**src/rtl/mips_register_file.sv**
```systemverilog
// Architectural register file for the MIPS pipeline: R1..R31 plus HI/LO.
// R0 reads as zero and has no storage. One decoded write port from WB,
// two combinational read ports to ID with write-through bypass so a read
// in the same cycle as a write to that register returns the new data.
//
// Ports:
//   clk, reset          single clock, synchronous active-high reset
//   WB_RF_ENABLE        GPR write enable
//   WB_DEST_REG         GPR write address (writes to 0 are discarded)
//   WB_DATA             GPR write data
//   WB_HI_ENABLE/DATA   HI write port
//   WB_LO_ENABLE/DATA   LO write port
//   RA, RB              read addresses (rs, rt)
//   PA, PB              read data, bypassed
//   HI_OUT, LO_OUT      HI/LO data, bypassed
module mips_register_file #(
  parameter int unsigned DATA_WIDTH = 32,
  parameter int unsigned ADDR_WIDTH = 5
) (
  input  logic                  clk,
  input  logic                  reset,
  input  logic                  WB_RF_ENABLE,
  input  logic [ADDR_WIDTH-1:0] WB_DEST_REG,
  input  logic [DATA_WIDTH-1:0] WB_DATA,
  input  logic                  WB_HI_ENABLE,
  input  logic                  WB_LO_ENABLE,
  input  logic [DATA_WIDTH-1:0] WB_HI_DATA,
  input  logic [DATA_WIDTH-1:0] WB_LO_DATA,
  input  logic [ADDR_WIDTH-1:0] RA,
  input  logic [ADDR_WIDTH-1:0] RB,
  output logic [DATA_WIDTH-1:0] PA,
  output logic [DATA_WIDTH-1:0] PB,
  output logic [DATA_WIDTH-1:0] HI_OUT,
  output logic [DATA_WIDTH-1:0] LO_OUT
);

  localparam int unsigned NUM_REGS = 2 ** ADDR_WIDTH;

  logic [DATA_WIDTH-1:0] regs [1:NUM_REGS-1];
  logic [DATA_WIDTH-1:0] hi_q;
  logic [DATA_WIDTH-1:0] lo_q;
  logic [NUM_REGS-1:1]   wr_sel;
  logic [DATA_WIDTH-1:0] rd_a;
  logic [DATA_WIDTH-1:0] rd_b;
  logic                  byp_a;
  logic                  byp_b;

  // One-hot write decode; slot 0 does not exist, so R0 writes fall away.
  always_comb begin
    wr_sel = '0;
    for (int i = 1; i < int'(NUM_REGS); i++) begin
      wr_sel[i] = WB_RF_ENABLE && (WB_DEST_REG == ADDR_WIDTH'(i));
    end
  end

  // Register storage; reset wins over any write in the same cycle.
  always_ff @(posedge clk) begin
    if (reset) begin
      for (int i = 1; i < int'(NUM_REGS); i++) begin
        regs[i] <= '0;
      end
      hi_q <= '0;
      lo_q <= '0;
    end else begin
      for (int i = 1; i < int'(NUM_REGS); i++) begin
        if (wr_sel[i]) begin
          regs[i] <= WB_DATA;
        end
      end
      if (WB_HI_ENABLE) begin
        hi_q <= WB_HI_DATA;
      end
      if (WB_LO_ENABLE) begin
        lo_q <= WB_LO_DATA;
      end
    end
  end

  // Stored-value read select; address 0 yields zero.
  always_comb begin
    rd_a = '0;
    rd_b = '0;
    for (int i = 1; i < int'(NUM_REGS); i++) begin
      if (RA == ADDR_WIDTH'(i)) begin
        rd_a = regs[i];
      end
      if (RB == ADDR_WIDTH'(i)) begin
        rd_b = regs[i];
      end
    end
  end

  // Bypass only for a live, non-zero-destination write outside reset.
  always_comb begin
    byp_a = WB_RF_ENABLE && !reset && (WB_DEST_REG != '0) && (RA == WB_DEST_REG);
    byp_b = WB_RF_ENABLE && !reset && (WB_DEST_REG != '0) && (RB == WB_DEST_REG);
  end

  assign PA     = byp_a ? WB_DATA : rd_a;
  assign PB     = byp_b ? WB_DATA : rd_b;
  assign HI_OUT = (WB_HI_ENABLE && !reset) ? WB_HI_DATA : hi_q;
  assign LO_OUT = (WB_LO_ENABLE && !reset) ? WB_LO_DATA : lo_q;

endmodule

```
**config.mk**
```make
export PLATFORM = sky130hd
export DESIGN_NAME = mips_register_file
export DESIGN_NICKNAME = d
export VERILOG_FILES = /design/src/rtl/mips_register_file.sv
export SDC_FILE = /design/constraint.sdc
export NUM_CORES = 2
export LEC_CHECK = 0
export ABC_AREA = 1
export CORE_MARGIN = 2
export CORE_UTILIZATION = 30
export DETAILED_ROUTE_END_ITERATION = 10
export PLACE_DENSITY = 0.49
export SLEW_MARGIN = 5
export SYNTH_ARGS = -nofsm -noshare
export SYNTH_HDL_FRONTEND = slang
export SYNTH_SLANG_ARGS = --single-unit
```
**constraint.sdc**
```tcl
create_clock -name clk -period 4.9 [get_ports clk]
set_input_delay 0.49 -clock clk [delete_from_list [all_inputs] [get_ports clk]]
set_output_delay 0.49 -clock clk [all_outputs]
set_load 0.01 [all_outputs]
```
-- Word level (Yosys, flattened, before mapping)
Memories as Yosys holds them, arrays and structs flattened.
Cells that the tools add are included.
- logic and storage cells: 360
- memory bits (writable): 992
- register bits: 64
- memories kept: 1
- output and inout bits: 128
- memory list (memory ; words ; bits a word ; read ports ; clocked after memory_dff ; wr ports ; line ; RTL):
    regs ; 31 ; 32 ; 31 ; 0 ; 31 ; 39 ; logic [DATA_WIDTH-1:0] regs [1:NUM_REGS-1];
- equal/unequal tests: 95
- multiplexer cells: 192
- reductions and logical operators: 39
- bitwise gates (word level): 31
- operator list (kind ; number):
    2-to-1 mux 32 bit ; 97
    == test 5 bit, second input constant ; 48
    == test 5 x 4 -> 1 bit, second input constant ; 24
    2-to-1 mux 1 bit ; 95
    == test 5 x 3 -> 1 bit, second input constant ; 12
    logical AND 1 bit ; 37
    OR 1 bit ; 31
    == test 5 x 2 -> 1 bit, second input constant ; 6
    == test 5 x 1 -> 1 bit, second input constant ; 3
    == test 5 bit ; 2
    nonzero test 5 bit ; 1
    logical NOT 1 bit ; 1

-- Longest topological paths before layout
- depth after elaboration: 33
- gate-level depth with buffers: 25
- gate-level depth less buffers: 24

-- Worst setup path before layout
OpenSTA, ideal clock, no wires.
- kind: input -> register
- from: input port WB_RF_ENABLE
- to: register regs[0][100] (netlist name)
- setup slack: 1017 ps
- data arrival time: 3418 ps
- library setup time: 466 ps
- stages: 5
- path buffers: 1
- cells stage by stage: inv_1 -> nor2_1 -> clkbuf_1 -> inv_1 -> o21ai_0
- RTL lines (element ; line ; RTL):
    start, declared ; 22 ; input logic WB_RF_ENABLE,

==> flow_summary_export.csv <==
group,metric,value,unit
timing,min_period_over_period,1.03,
floorplanning,ios,244,
timing,worstMarginPinSlew,1300,ps
global_route,grt_pass1_wl,334000,um
yosys,synthSimpleGateAreaFrac,0.321,
worst_setup_path,critPathMaxFanout,2,
floorplanning,placementRows,155,
final_layout,fin_cells,9580,
floorplanning,core_area,0.179,mm2
yosys,synth-xor-area-share,0.000974,
final_layout,syn_to_final_growth,26.7,%
clock_network,clock_latency,790,ps
final_layout,final_common_cell,"nand2_1",
routing,drt_wl_total,232000,um
timing,drv_slew,0,
final_layout,finalNetCount,7241,
clock_network,clk_pin_slew,60,ps
place,dpl.hpwl,155000,um
final_layout,fillCellCount,17900,
yosys,netlist_instances,6599,
timing,setup_viol,1,
status,status,"finished with violations",
global_route,grt_pass1_vias,47400,
yosys,netlist_area,0.0539,mm2
yosys,synth-seq-area-share,0.576,
clock_network,cts-buffers-inserted,116,
routing,vias_per_cell,5.19,
yosys,ys_warn_count,0,
yosys,muxShareOfSynthArea,0,
final_layout,multi_input_area,0.0203,mm2
clock_network,ctsHoldBuffers,0,
floorplanning,fp.dieW,428,um
place,port_buffers,243,
final_layout,layout_common_cells,"nand2_1, nor2_1, edfxtp_1",
global_route,grt_busiest_layer,"met2",
worst_hold_path,hp-class,"in2reg",
final_layout,regArea,0.0311,mm2
clock_network,cts-htree-levels,3,
timing,rsz0062_at_grt,"yes",
global_route,overflow,0,
place,place.gp.congestion,0.927,
status,violations,"setup timing",
yosys,synth_adder_area_share,0,
timing,hold_viol_final,0,
routing,drc_errors,0,
yosys,synthesis.nets,6715,
routing,ant_nets,0,
worst_setup_path,cp.arrival,4580,ps
power,power_per_cell_area,338,mW/mm2
timing,fin_ws,-165,ps
yosys,synth_top_family_by_area,"simple AND/OR/NAND/NOR gates",
global_route,grtUsageTotal,0.247,
place,dp.cells,9317,
worst_setup_path,worst-setup-path-type,"reg2out",
clock_network,cts_tree,"yes",
yosys,ys_seq_elements,1056,
global_route,grt_max_degree,65,
final_layout,drive_gt1_frac,0.157,
routing,post_drt_wl_per_cell,24.2,um
worst_setup_path,endpoint_kind,"output port",
final_layout,fin_area,0.0683,mm2
job,cap_viol_max_count,0,
floorplanning,dieArea,0.183,mm2
yosys,yosysUniqueCellTypes,28,
timing,clock_skew,0,ps
routing,firstDrtPassIters,6,
global_route,antenna_found_initial,4,
power,vdd_drop_max,0.276,mV
global_route,use_met2,0.404,
clock_network,cts-root-buf,"clkbuf_16",
power,power.leakage,27.1,nW
clock_network,clock_path_buffers,3,
timing,min_period,5070,ps
floorplanning,die_h,428,um
worst_setup_path,startpoint_type,"flop",
timing,slew_headroom,0.132,
yosys,avgSynthCellArea,8.17,um2
clock_network,clkSinkCount,1056,
floorplanning,start_util,0.302,
worst_setup_path,required,4410,ps
place,postPlaceCellArea,0.0630,mm2
routing,dr.first_iter.drc_count,5980,
timing,fmax,197,MHz
yosys,synth_compound_area_frac,0.0325,
global_route,grtUsageMet3,0.0380,
routing,via_count,49700,
global_route,grt_util_met1,0.326,
[layer usage]
layer / vias to the layer above / part of all wire
li1: 22600 / -
met1: 24200 / 0.41
met2: 2500 / 0.47
met3: 471 / 0.081
met4: 0 / 0.046
met5: - / 0
[sequential cells by signal, indices dropped and copies added (netlist names)]
name	count
hi_q	32
regs	992
lo_q	32
[synth_stat cells]
cell	n	share of area
nor3_4	1	0.00030
buf_1	12	0.00084
inv_2	2	0.00014
edfxtp_1	992	0.55
or2_2	3	0.00035
dfxtp_1	64	0.024
buf_6	2	0.00042
xor2_1	6	0.00097
buf_4	3	0.00042
a21oi_1	106	0.0098
nor2_2	6	0.00070
clkbuf_1	394	0.027
inv_1	520	0.036
nand4_1	507	0.059
nand2_2	1	0.00012
o31ai_1	1	0.00014
clkinv_1	3	0.00021
nand2_1	1759	0.12
nor2_1	1833	0.13
o311ai_0	1	0.00016
nand3_1	90	0.0084
nor3_2	2	0.00037
o22ai_1	1	0.00012
o21ai_0	214	0.020
nor3_1	15	0.0014
buf_2	43	0.0040
nor4_1	3	0.00035
o2111ai_1	15	0.0024
[stage by stage]
step | setup slack, ps | setup TNS (ps) | hold WS, ps | utilization | total power [mW]
after CTS | -202 | -1150 | 231 | 0.381 | 23.2
after detailed placement | -953 | -40650 | 461 | 0.352 | 13.8
after floorplan | 1020 | 0 | 444 | - | 11.9
final | -165 | -165 | 281 | 0.383 | 23.1
after global placement | -940 | -40670 | 457 | 0.352 | 13.7
after global routing | -219 | -1180 | 260 | 0.383 | 23.8
[worst max-delay path, cell delays in order (launching register included)]
cell and delay [ps]:
edfxtp_1 440, buf_6 150, nand4_1 70, nand2_1 60, nor2_1 110, buf_4 130, nand4_1 230, buf_4 250
nand2_2 50, nand4_1 110, nor2_1 120, buf_4 130, nand4_1 180, nor2_2 220, nand4_1 180, nor2_1 150
nand4_1 120, nor2_1 110, buf_4 150, nand4_1 170, nor2_2 200, nand4_1 110, nor2_1 140, nor2_1 60
buf_2 130
[report_power, final]
group          switching, mW  internal (mW)  leakage [nW]  total (mW)
registers              0.248           10.4          9.99        10.6
clock network           3.97           5.46          1.94        9.42
logic                   2.08          0.995          15.1        3.08
total                   6.30           16.8          27.1        23.1
[kinds of logic (layout without fill, tap and decap cells)]
kind of cell	count (synthesis)	in the layout
DFF	1056	1056
other	0	2
buffers and inverters	979	1603
xor gates and xnor gates	6	6
and+or+nand+nor	4220	4220
AOI/OAI and AO/OA	338	338
[area by class of cell]
cell class                      instances  area share
Sequential cell                      1056       0.455
Multi-Input combinational cell       4564       0.297
Timing Repair Buffer                  862       0.118
Clock buffer                          139      0.0448
Tap cell                             2355      0.0431
Inverter                              525      0.0289
Clock inverter                         77      0.0142
Antenna cell                            2   0.0000732
[repair_timing]
action                                  4_1_cts  5_1_grt
hold endpoints to repair                      0        0
cloned                                        5        1
gates resized for setup                     411      101
pin swaps                                   392      417
setup buffers                                34       20
endpoints found under the setup margin       64       60
[worst paths after layout]
check                 from        to  slack, ps  cells past startpoint
max            regs[0][89]    PB[25]       -170                     24
min          WB_HI_DATA[0]   hi_q[0]        280                      3
max reg2reg       hi_q[13]  hi_q[13]       4280                      2
min reg2reg       hi_q[27]  hi_q[27]        470                      2
No activity file was read; power rests on OpenSTA's default activity.
